--- config.mk ---
export PLATFORM = sky130hd
export DESIGN_NAME = fp_max_reduce
export DESIGN_NICKNAME = d
export VERILOG_FILES = /design/src/rtl/fp_max_reduce.sv
export SDC_FILE = /design/constraint.sdc
export NUM_CORES = 1
export LEC_CHECK = 0
export ABC_CLOCK_PERIOD_IN_PS = 6200
export CORE_MARGIN = 4
export CORE_UTILIZATION = 49
export DETAILED_ROUTE_END_ITERATION = 6
export PLACE_DENSITY = 0.79
export SETUP_SLACK_MARGIN = 0.3
export SYNTH_ARGS = -nofsm -noshare
export SYNTH_HDL_FRONTEND = slang
export SYNTH_SLANG_ARGS = --single-unit
--- constraint.sdc ---
create_clock -name clk -period 6.2 [get_ports clk]
set_clock_uncertainty 0.1 [all_clocks]
set_input_delay 0.62 -clock clk [delete_from_list [all_inputs] [get_ports clk]]
set_output_delay 0.62 -clock clk [all_outputs]
set_load 0.03 [all_outputs]
--- src/rtl/fp_max_reduce.sv ---
// Streaming per-frame maximum of floating-point words using sign-magnitude ordering.
// Reports the winning word, its position, the frame length and whether the MaxLen cap closed the frame.
module fp_max_reduce #(
  parameter int Bits   = 32,
  parameter int MaxLen = 256,
  localparam int IW    = $clog2(MaxLen)
) (
  input  logic            clk,
  input  logic            rst_n,
  input  logic            in_valid,
  output logic            in_ready,
  input  logic [Bits-1:0] in_data,
  input  logic            in_last,
  output logic            out_valid,
  input  logic            out_ready,
  output logic [Bits-1:0] out_max,
  output logic [IW-1:0]   out_idx,
  output logic [IW:0]     out_count,
  output logic            out_trunc
);

  localparam logic [1:0] IDLE  = 2'd0;
  localparam logic [1:0] ACCUM = 2'd1;
  localparam logic [1:0] DONE  = 2'd2;

  localparam logic [IW:0] MaxCnt = (IW+1)'(MaxLen);

  logic [1:0]      state_reg, state_next;
  logic [Bits-1:0] max_reg, max_next;
  logic [IW-1:0]   idx_reg, idx_next;
  logic [IW:0]     count_reg, count_next;
  logic            trunc_reg, trunc_next;
  logic            ready_reg, ready_next;

  logic            in_fire;
  logic            s_wins;
  logic [IW:0]     count_inc;
  logic            s_sign, r_sign;
  logic [Bits-2:0] s_mag, r_mag;

  assign in_fire   = in_valid && ready_reg;
  assign count_inc = count_reg + 1'b1;

  assign s_sign = in_data[Bits-1];
  assign r_sign = max_reg[Bits-1];
  assign s_mag  = in_data[Bits-2:0];
  assign r_mag  = max_reg[Bits-2:0];

  // Ties: an equal positive keeps the earlier sample, an equal negative takes the newer one.
  always_comb begin
    if (s_sign != r_sign) begin
      s_wins = !s_sign;
    end else if (!s_sign) begin
      s_wins = s_mag > r_mag;
    end else begin
      s_wins = s_mag <= r_mag;
    end
  end

  always_comb begin
    state_next = state_reg;
    max_next   = max_reg;
    idx_next   = idx_reg;
    count_next = count_reg;
    trunc_next = trunc_reg;
    case (state_reg)
      IDLE: begin
        if (in_fire) begin
          max_next   = in_data;
          idx_next   = '0;
          count_next = {{IW{1'b0}}, 1'b1};
          if (in_last || MaxCnt == {{IW{1'b0}}, 1'b1}) begin
            state_next = DONE;
            trunc_next = !in_last;
          end else begin
            state_next = ACCUM;
          end
        end
      end
      ACCUM: begin
        if (in_fire) begin
          if (s_wins) begin
            max_next = in_data;
            idx_next = count_reg[IW-1:0];
          end
          count_next = count_inc;
          if (in_last || count_inc == MaxCnt) begin
            state_next = DONE;
            trunc_next = !in_last;
          end
        end
      end
      DONE: begin
        if (out_ready) begin
          trunc_next = 1'b0;
          state_next = IDLE;
        end
      end
      default: state_next = IDLE;
    endcase
  end

  // Registered ready keeps in_ready low during reset and rises on the first clock afterwards.
  assign ready_next = (state_next != DONE);

  always_ff @(posedge clk or negedge rst_n) begin
    if (!rst_n) begin
      state_reg <= IDLE;
      max_reg   <= '0;
      idx_reg   <= '0;
      count_reg <= '0;
      trunc_reg <= 1'b0;
      ready_reg <= 1'b0;
    end else begin
      state_reg <= state_next;
      max_reg   <= max_next;
      idx_reg   <= idx_next;
      count_reg <= count_next;
      trunc_reg <= trunc_next;
      ready_reg <= ready_next;
    end
  end

  assign in_ready  = ready_reg;
  assign out_valid = (state_reg == DONE);
  assign out_max   = max_reg;
  assign out_idx   = idx_reg;
  assign out_count = count_reg;
  assign out_trunc = trunc_reg;

endmodule

==> run summary <==
max FFs per register = 32
Multi-input gate area = 1539 um^2
Setup-failing EPs final = 0
fin area = 4116 um^2
Critical path buffers and inverters = 2
Hold-fix buffers, CTS = 0
CP max stage delay = 0.67 ns
Sequential Area = 1326 um^2
Seq pwr share = 0.309
first-pass GRT wire length = 11.44 mm
top-area cell type share of the netlist area = 0.4327
Critical Path AT = 3.88 ns
distinct cell type count after synthesis = 39
RR Endpoint = out_max[3]
core area = 5991 um^2
Setup WS post-layout = 2.410 ns
Startpoint Class = primary input
worst-path cell chain = clkdlybuf4s50_1 > ha_1 > a211oi_1 > nor2_1 > o31ai_1 > a21oi_1 > o2111a_1 > nor3_4 > buf_4 > mux2_2
Max Clk Rate = 263.8 MHz
Yosys warnings = 0
clock insertion delay at the later pin of the skew report = 0.31 ns
Post-DP Area = 3996 um^2
Max Cap Viol = 0
synthesized netlist cell count = 290
cts bufs inserted = 5
vias in the first global route = 2488
IO Count = 89
relative slew slack = 0.3437
die width = 87.10 um
CTS tree = yes
DR vias/cell = 5.464
PD cells = 470.5 nW/um^2
Worst-Margin Slew = 0.9824 ns
Worst Path Max Fanout = 24
routability-driven placement congestion ratio = 0.8270
setup bufs post-CTS = 0
total global routing track utilization = 0.1872
CP required = 6.29 ns
grt total ovfl = 0
Gate power share = 0.564
DR WL/cell = 15.22 um
drt initial violations = 69
drt total wl = 6.895 mm
power share of the clock group = 0.127
Final HPWL DP = 5.257 mm
Avg Cell Area, Syn = 10.57 um^2
area delta synth->final = 34.29%
Int Pwr = 1.104 mW
RSZ-0062 raised after global routing = false
Post-Place Worst Slack = 2.069 ns
worst reg2reg path depth = 10
Clock H-tree levels = 2
Worst R2R Start = out_max[4]
clk slew on worst S/H paths = 0.09 ns
Root Driver = clkbuf_8
Final Max Tran Viols = 0
status = finished, final reports clean
worst hold slack = 0.3259 ns
share of cells above drive strength 1 = 0.1296
drt drc = 0
setup_tns = 0 ns
Critical path destination = out_max[3]
Net Sw Power = 0.8326 mW
Die H = 87.10 um
total power = 1.937 mW
Mapped Area = 3065 um^2
largest net degree at the start of global routing = 54
layout net count = 446
Fillers = 470
Area contributors post-synth = dfrtp_1 (43%), ha_1 (13%), mux2_2 (11%)
# port buffers = 88
clk buf depth = 2
initial antenna violation count = 0
fin crit share = 0.6114
Yosys reg bits = 53
Initial Utilization = 0.5117
Stages on worst setup path = 10
count of final hold-check violations = 0
Net Sw Frac = 0.4298
FP Rows = 28
vias = 2475
CTS Sinks = 53
register area share after synthesis = 0.4327
beginning of the critical path = in_data[4]
crit path time final = 3.790 ns
flop2flop setup slack = 2.77 ns
Post-Syn Nets = 359
n_diodes = 0
Worst path top cell family by delay = compound AO/OA/AOI/OAI gates
critical path type = in -> reg
Leakage = 1.897 nW
Die Area = 7586 um^2
first-pass detailed-route iteration total = 4
Yosys top cell by area = dfrtp_1
maximum vdd drop = 308.6 uV
post-route antenna net violation count = 0
Crit-path slowest cell = nor3_4
Gates resized, CTS repair = 0
HP Class = in -> async
Worst Setup End Kind = register
-- power groups by stage --
stage,combinational (mW),clock (mW),sequential (mW)
global route,1.18,0.265,0.622
global placement,1.07,0,0.600
finish,1.09,0.246,0.599
CTS,1.10,0.254,0.600
floorplan,0.474,0,0.825
detailed placement,1.10,0,0.604
-- area by class of cell --
class                   instances  area share
inverters                      39     0.03556
clock buffers                   6     0.02006
well taps                      75     0.02280
flip-flops and latches         53      0.3222
clock inverters                 2    0.009119
multi-input cells             188      0.3739
repair buffers                 90      0.2164
-- worst min-delay path by stage --
| stage | to | cells past startpoint |
|---|---|---|
| finish | out_max[28] | 2 |
| floorplan | in_ready | 0 |
| detailed placement | out_idx[4] | 1 |
| global placement | out_idx[4] | 1 |
| CTS | out_max[28] | 2 |
| global route | out_max[28] | 2 |
-- cell usage after synthesis --
cell	number
mux2i_1	1
o21ai_0	8
nand4_1	8
nor4_1	1
or2_2	1
o31ai_1	1
nand2_1	17
a211oi_1	5
ha_1	32
mux2_4	2
nor4_2	1
and4_1	1
o21ai_1	1
a2111oi_1	1
and3_1	2
a22o_1	5
a32o_1	7
mux2_2	31
inv_1	39
o22a_1	1
nand3_1	10
o2111a_1	1
dfrtp_1	53
a221oi_1	1
xor2_1	1
nand3b_1	1
a21o_1	4
nor2_1	10
or4_1	1
a21oi_1	18
nor3_1	8
a221oi_2	2
buf_4	2
nand2b_1	1
clkbuf_1	6
o211ai_1	2
buf_6	2
nor3b_1	1
nor3_2	1
-- layout by cell type (no fill, tap or decap), drive strengths merged, types with 2 or more instances in the layout --
cell	netlist	layout
clkdlybuf4s50	0	87
dfrtp	53	53
inv	39	39
mux2	33	33
ha	32	32
a21oi	18	18
nand2	17	17
nand3	10	10
nor2	10	10
nor3	9	9
o21ai	9	9
nand4	8	8
a32o	7	7
clkbuf	6	6
a211oi	5	5
a22o	5	5
a21o	4	4
a221oi	3	3
buf	4	3
and3	2	2
o211ai	2	2
nor4	2	2
-- worst reg2reg max path, cell delays in order, from the launching register on --
cell and delay, ns:
dfrtp_1 0.39, inv_1 0.05, ha_1 0.29, a211oi_1 0.21, nor2_1 0.09, o31ai_1 0.27
a21oi_1 0.14, o2111a_1 0.29, nor3_4 0.67, buf_4 0.44, mux2_2 0.40
-- per-layer routing --
metal,track usage,routed length (um)
met5,0,0
met4,0.04045,76
met3,0.03974,381
met2,0.3278,3376
met1,0.2379,3061
-- stage by stage --
step,util,instances
final,0.6871,453
after global placement,0.6671,445
after floorplan,-,290
after global routing,0.6871,453
after detailed placement,0.6671,445
after CTS,0.6871,453
-- cell families after synthesis --
| kind of cell | after synthesis | synth area share |
|---|---|---|
| AOI/OAI and AO/OA | 57 | 0.1331 |
| and+or+nand+nor | 64 | 0.1065 |
| buffers and inverters | 49 | 0.06734 |
| xor gates and xnor gates | 1 | 0.002858 |
| DFF | 53 | 0.4327 |
| muxes | 34 | 0.1269 |
| adders and majority gates | 32 | 0.1306 |
Power figures use the tool's default switching activity.
